File: config.mk
export PLATFORM = sky130hd
export DESIGN_NAME = stream_store_unit
export DESIGN_NICKNAME = d
export VERILOG_FILES = /design/src/rtl/stream_store_unit.sv
export SDC_FILE = /design/constraint.sdc
export NUM_CORES = 1
export LEC_CHECK = 0
export ABC_AREA = 1
export CORE_ASPECT_RATIO = 1.4
export CORE_MARGIN = 4
export CORE_UTILIZATION = 48
export CTS_BUF_LIST = sky130_fd_sc_hd__clkbuf_8 sky130_fd_sc_hd__clkbuf_16
export DETAILED_ROUTE_END_ITERATION = 7
export GPL_TIMING_DRIVEN = 0
export PLACE_DENSITY_LB_ADDON = 0.08
export SETUP_SLACK_MARGIN = 0.3
export SLEW_MARGIN = 20
export SYNTH_ARGS = -nofsm -noshare
export SYNTH_HDL_FRONTEND = slang
export SYNTH_SLANG_ARGS = --single-unit
File: constraint.sdc
create_clock -name clk -period 10.2 [get_ports clk]
set_clock_uncertainty 0.1 [all_clocks]
set_input_delay 3.06 -clock clk [delete_from_list [all_inputs] [get_ports clk]]
set_output_delay 3.06 -clock clk [all_outputs]
set_load 0.01 [all_outputs]
File: src/rtl/stream_store_unit.sv
`default_nettype none
// ============================================================================
// stream_store_unit
//   Unpacks GVECT-lane stream beats into sequential single-word memory writes
//   for NWI work instances of SIZE words each.
//   Revision: 1.0
// ============================================================================
module stream_store_unit #(
   parameter int DATAW = 32,
   parameter int GVECT = 2,
   parameter int SIZE  = 1024,
   parameter int NWI   = 1,
   parameter int ADDRW = 10
) (
   input  logic                   clk,
   input  logic                   rst_n,
   input  logic                   start,
   input  logic                   s_tvalid,
   input  logic [DATAW*GVECT-1:0] s_tdata,
   output logic                   s_tready,
   output logic                   mem_we,
   output logic [ADDRW-1:0]       mem_addr,
   output logic [DATAW-1:0]       mem_wdata,
   input  logic                   mem_wready,
   output logic                   done,
   output logic [31:0]            wi_count
);

   localparam int               c_LANEW     = (GVECT > 1) ? $clog2(GVECT) : 1;
   localparam logic [c_LANEW-1:0] c_LAST_LANE = c_LANEW'(GVECT - 1);
   localparam logic [ADDRW-1:0] c_LAST_ADDR = ADDRW'(SIZE - 1);
   localparam logic [31:0]      c_LAST_WI   = 32'(NWI - 1);

   typedef enum logic [1:0] {
      S_IDLE = 2'd0,
      S_RUN  = 2'd1,
      S_DONE = 2'd2
   } state_t;

   state_t               r_state;
   state_t               w_state_nxt;

   logic [DATAW-1:0]     r_buf [GVECT];
   logic                 r_valid;
   logic [c_LANEW-1:0]   r_lane;
   logic [ADDRW-1:0]     r_addr;
   logic [31:0]          r_wi;

   logic                 w_run;
   logic                 w_wr;
   logic                 w_last_lane;
   logic                 w_last_addr;
   logic                 w_final;
   logic                 w_ready;
   logic                 w_acc;
   logic                 w_start;

   assign w_run       = (r_state == S_RUN);
   assign w_wr        = w_run && r_valid && mem_wready;
   assign w_last_lane = (r_lane == c_LAST_LANE);
   assign w_last_addr = (r_addr == c_LAST_ADDR);
   assign w_final     = w_wr && w_last_addr && (r_wi == c_LAST_WI);

   // A new beat may land in the same cycle the last lane drains, except on the
   // final write of the run, so nothing is left buffered in DONE.
   assign w_ready = w_run && (!r_valid || (w_last_lane && w_wr && !w_final));
   assign w_acc   = s_tvalid && w_ready;
   assign w_start = start && (r_state != S_RUN);

   always_ff @(posedge clk) begin
      if (!rst_n) begin
         r_state <= S_IDLE;
      end else begin
         r_state <= w_state_nxt;
      end
   end

   always_comb begin
      w_state_nxt = r_state;
      case (r_state)
         S_IDLE: begin
            if (start) begin
               w_state_nxt = S_RUN;
            end
         end
         S_RUN: begin
            if (w_final) begin
               w_state_nxt = S_DONE;
            end
         end
         S_DONE: begin
            if (start) begin
               w_state_nxt = S_RUN;
            end
         end
         default: begin
            w_state_nxt = S_IDLE;
         end
      endcase
   end

   always_ff @(posedge clk) begin
      if (!rst_n) begin
         r_valid <= 1'b0;
         r_lane  <= '0;
         r_addr  <= '0;
         r_wi    <= '0;
         for (int k = 0; k < GVECT; k++) begin
            r_buf[k] <= '0;
         end
      end else if (w_start) begin
         r_valid <= 1'b0;
         r_lane  <= '0;
         r_addr  <= '0;
         r_wi    <= '0;
      end else begin
         if (w_wr) begin
            if (w_last_addr) begin
               r_addr <= '0;
               r_wi   <= r_wi + 32'd1;
            end else begin
               r_addr <= r_addr + ADDRW'(1);
            end
            if (w_last_lane) begin
               r_lane  <= '0;
               r_valid <= 1'b0;
            end else begin
               r_lane <= r_lane + c_LANEW'(1);
            end
         end
         // Accept overrides the drain above when both happen together.
         if (w_acc) begin
            r_valid <= 1'b1;
            r_lane  <= '0;
            for (int k = 0; k < GVECT; k++) begin
               r_buf[k] <= s_tdata[k*DATAW +: DATAW];
            end
         end
      end
   end

   assign s_tready  = w_ready;
   assign mem_we    = r_valid;
   assign mem_addr  = r_addr;
   assign mem_wdata = r_buf[r_lane];
   assign done      = (r_state == S_DONE);
   assign wi_count  = r_wi;

endmodule
`default_nettype wire

# After elaboration in Yosys (flattened, before gate mapping)
# Memories as Yosys holds them, arrays and structs flattened. A register that Yosys moved wholly into a read port is not among the register bits.
# Index checks and enable logic that the tools add are counted.
[word_totals] regBits=46 latchBits=0 ramBits=64 romBits=0 input_bits=69 out_inout_bits=77 word_cells=57 n_memories=1
[memory_table] name="r_buf" words=2 word_bits=32 read_ports=1 rd_clocked_by_memory_dff=1 write_ports=2 line="43" rtl="logic [DATAW-1:0] r_buf [GVECT];"
[classes] add_sub_neg=3 mul=0 n_div=0 order_cmp=0 n_eq_ne=6 shifts=0 mux=17 n_bitwise=3 n_reduce_logical=22
[op_table] cell="$mux 32" count=2
[op_table] cell="$add 32x1->32 const B" count=1
[op_table] cell="$logic_not 32->1" count=1
[op_table] cell="$mux 1" count=11
[op_table] cell="$add 10x1->10 const B" count=1
[op_table] cell="$eq 10x10->1 const B" count=1
[op_table] cell="$mux 10" count=1
[op_table] cell="$logic_and 1x1->1" count=9
[op_table] cell="$ne 2x1->1 const B" count=3
[op_table] cell="$reduce_and 2->1" count=3
[op_table] cell="$mux 2" count=2
[op_table] cell="$pmux 2 s2" count=1
[op_table] cell="$reduce_bool 2->1" count=2
[op_table] cell="$reduce_or 2->1" count=2
[op_table] cell="$reduce_or 3->1" count=1
[op_table] cell="$eq 2x1->1 const B" count=1
[op_table] cell="$eq 2x2->1 const B" count=1
[op_table] cell="$logic_not 1->1" count=2
[op_table] cell="$logic_not 2->1" count=1
[op_table] cell="$or 1x1->1" count=2
[op_table] cell="$add 1x1->1 const B" count=1
[op_table] cell="$logic_or 1x1->1" count=1
[op_table] cell="$not 1->1" count=1

# Longest topological paths before layout
[logic_depth] ltp_word=15 mapped_depth=13 ltp_nobuf=13

# Worst setup path after synthesis
# No wires, ideal clock.
[synth_path] path_type="input to output" startpoint="in mem_wready" endpoint="out s_tready" t_arrival_ns=3.759 t_required_ns=7.040 setup_slack_ns=3.281 cell_stages=6 path_buffers=1 cell_sequence="nand2_1 -> nor2_4 -> buf_6 -> ha_1 -> nand3_2 -> nand2_4"
[synth_between] elab_chain_len=7 word_cells_on_any_way=8 cone_classes="reduce/logical (8)"
[synth_rtl] element="start: declaration" line="24" rtl="input logic mem_wready,"
[synth_rtl] element="$logic_and 1x1->1 *" line="59" rtl="assign w_wr = w_run && r_valid && mem_wready;"
[synth_rtl] element="via w_wr" line="50" rtl="logic w_wr;"
[synth_rtl] element="$logic_and 1x1->1 (2 in a row)" line="62" rtl="assign w_final = w_wr && w_last_addr && (r_wi == c_LAST_WI);"
[synth_rtl] element="$logic_not 1->1" line="66" rtl="assign w_ready = w_run && (!r_valid || (w_last_lane && w_wr && !w_final));"
[synth_rtl] element="$logic_and 1x1->1 *" line="66"
[synth_rtl] element="$logic_or 1x1->1 *" line="66"
[synth_rtl] element="$logic_and 1x1->1 *" line="66"
[synth_rtl] element="end: declaration" line="20" rtl="output logic s_tready,"
# Mark *: on every way through the listed nets, which the timed path passes. The rest lies on a longest branch.

# Final worst setup path
# Ends and elaborated chain as after synthesis.

==> summary.txt <==
Status - finished, final reports clean
Hold Crit Start - mem_addr[9]$_SDFFE_PP0P_
Top cell type's share of synthesized area - 34.32%
Vias - 4562
RSZ-0062 raised after global routing - no
Synthesized flop and latch total - 111
Routed Antenna Nets - 0
Reg2reg start - mem_addr[0]$_SDFFE_PP0P_
DPL Wire Length - 10410 microns
DR DRC count - 0
Peak Freq - 125.3 MHz
Root buf cell - clkbuf_16
Setup violators final - 0
Clock power share - 36.4%
Main synth FF type - edfxtp_1
Worst skew pair latency - 0.35 ns
Ports - 146
Crit path max fanout - 10
Worst-Margin Slew - 0.6046 ns
Drt first pass iters - 4
Slew Limit Headroom - 59.69%
Mapped Area - 5600 sq um
Period utilization - 78.24%
R2r endpoint - r_buf[1][18]$_SDFFCE_PN0P_
Reg2Reg Depth - 11
Area contributors post-synth - edfxtp_1 (34%), dfxtp_1 (17%), inv_1 (8.0%), mux2_2 (6.4%), nor2_1 (6.3%)
Switching part of the total power - 23.22%
Postcts setup bufs - 0
Largest net degree at the start of global routing - 39
Std-Cell Rows - 46
Fin crit period - 7.981 ns
Crit-path leading delay family - buffers and inverters
R2R setup slack - 7.69 ns
Cell Chain, Critical Path - clkdlybuf4s50_1 -> nand2_1 -> nor2_4 -> buf_6 -> ha_1 -> nand3_2 -> nand2_4 -> clkdlybuf4s50_1
DR vias/cell - 4.884
Layout cell share with drive strength beyond 1 - 16.20%
Core area - 11400 sq um
Final net count - 858
Max-slew violations - 0
Clk slew on worst S/H paths - 0.07 ns
Starting Density - 49.14%
Vias in the first global route - 4711
CTS buffer count - 9
Gr ovfl total - 0
Crit path launch type - input pin
Die width - 99.29 microns
Final wirelength - 13670 microns
Buffers & Inverters on Critical Path - 3
Most common cell in the netlist - inv_1
Post-synth cell types - 36
Max-cap violations - 0
CTS tree - built
Drt wl/cell - 14.63 microns
Gate power share - 10.3%
Worst Hold Endpoint - mem_addr[9]$_SDFFE_PP0P_
Syn avg cell area - 8.918 sq um
CTS Hold Bufs - 0
Critical path's largest stage delay - 0.54 ns
CP Data Arrival Time - 4.82 ns
Sw power - 0.0002156 W
DR iter-0 viols - 146
WHS Path Cells - 1
Pwr dens - 123.1 nW/um^2
Pint - 0.0007129 W
Min-Delay Path Class - register to register
Clk buf depth - 2
Worst setup EP type - output port
CTS resizes - 0
Fin. Hold Viols - 0
Placer's final routability congestion estimate - 0.8638
WS Path Type - input pin to output port
Slowest CP cell - clkdlybuf4s50_1
Global Route Usage Sum - 20.78%
Critical path data required time - 7.04 ns
Synth cell count leaders - inv_1 (119), nor2_1 (94), nand2_1 (76), edfxtp_1 (64), nor2_2 (48)
Number of diodes - 0
Initial antenna violation count - 0
Min Hold Slack - 0.4012 ns
Final core utilization - 66.16%
Worst path most repeated cell - clkdlybuf4s50_1
Peak VDD IR - 0.00009836 V
Synthesized Nets - 701
Post-Route Setup TNS - 0 ns
Mapped Cells - 628
Async S/R FF share, synth - 0%
Fin area - 7540 sq um
Area post-placement - 7259 sq um
Sequential share of power - 53.3%
Leakage dissipation - 2.959 nW
First-pass GRT wire length - 22360 microns
H-tree depth - 3
Number of synthesized flops with an enable pin - 64
Die area - 13480 sq um
Clock sinks - 111
Synthesis Warnings - 0
IO Port Bufs - 145
Post-synthesis sequential area ratio - 51.12%
Synth area leader - edfxtp_1
Chip height - 135.8 microns
Area growth syn-to-layout - 34.63%
## worst max path at each step
stage / startpoint / to / cells after the start / slack (ns)
3_5_place_dp: mem_wready / s_tready / 8 / 2.21
2_1_floorplan: mem_wready / s_tready / 6 / 3.28
5_1_grt: mem_wready / s_tready / 8 / 2.14
4_1_cts: mem_wready / s_tready / 8 / 2.21
3_3_place_gp: mem_wready / s_tready / 8 / 2.24
6_report: mem_wready / s_tready / 8 / 2.22
## sequential cells by signal, indices dropped and copies added, names as in the netlist, named ones only
register  cells
mem_addr     10
mem_we        1
r_buf        64
r_lane        1
r_state       2
wi_count     32
## area by class of cell
class | instances | area (sq um)
plain buffers | 15 | 143.9
clock buffers | 9 | 225.2
clock inverters | 7 | 55.05
fillers | 963 | 3856
inverters | 124 | 467.9
multi-input cells | 378 | 2133
flip-flops and latches | 111 | 2863
well taps | 144 | 180.2
repair buffers | 146 | 1471
## worst register-to-register path: cells and delay by family, from the launching register on
family	cells	cell delay, ns
adders and majority gates	1	0.23
buffers and inverters	2	0.35
DFF	1	0.42
and+or+nand+nor	8	1.13
## power by group through the flow
stage / Combinational (W) / Clock [W] / Sequential, W
3_3_place_gp: 0.0000932 / 0 / 0.000505
6_report: 0.0000957 / 0.000338 / 0.000495
3_5_place_dp: 0.0000963 / 0 / 0.000506
5_1_grt: 0.000103 / 0.000361 / 0.000497
4_1_cts: 0.0000971 / 0.000345 / 0.000495
2_1_floorplan: 0.0000411 / 0 / 0.000505
## logic make-up (layout without fill, tap and decap cells)
kind of cell	after synthesis	after routing	synth area share, %
and+or+nand+nor	280	280	24.15
buffers and inverters	139	301	10.92
DFF	111	111	51.12
AOI/OAI and AO/OA	53	53	5.071
muxes	32	32	6.434
xor gates and xnor gates	9	9	1.408
adders and majority gates	4	4	0.8937
## through the flow
step	std cells	total power, W	setup slack [ns]
floorplan	628	0.0005458	3.281
global placement	917	0.0005987	2.240
detailed placement	918	0.0006020	2.211
CTS	934	0.0009374	2.205
global route	934	0.0009606	2.137
finish	934	0.0009284	2.219
## cells in the final DEF, fill, tap and decap left out, types with 4 or more instances in the layout
cell | Yosys | final
o21a_1 | 4 | 4
dfxtp_1 | 47 | 47
a21oi_1 | 28 | 28
nand2_1 | 76 | 75
nor2_4 | 4 | 4
nand4_1 | 4 | 4
xor2_1 | 6 | 6
edfxtp_1 | 64 | 64
nand2_2 | 7 | 7
clkbuf_1 | 5 | 5
clkbuf_16 | 0 | 9
inv_2 | 4 | 4
nor3_1 | 19 | 19
inv_1 | 119 | 120
nor2_1 | 94 | 94
nor2_2 | 48 | 48
mux2_2 | 32 | 32
buf_12 | 4 | 5
clkdlybuf4s50_1 | 0 | 145
ha_1 | 4 | 4
o21ai_0 | 15 | 15
nand3_1 | 16 | 16
inv_6 | 0 | 4
## metal layers
metal  wire length, microns  GRT usage (%)
met1                   5256          22.90
met2                   7566          39.69
met3                    561          3.349
met4                    283          7.289
met5                      0              0
(Power assumes the default switching activity.)
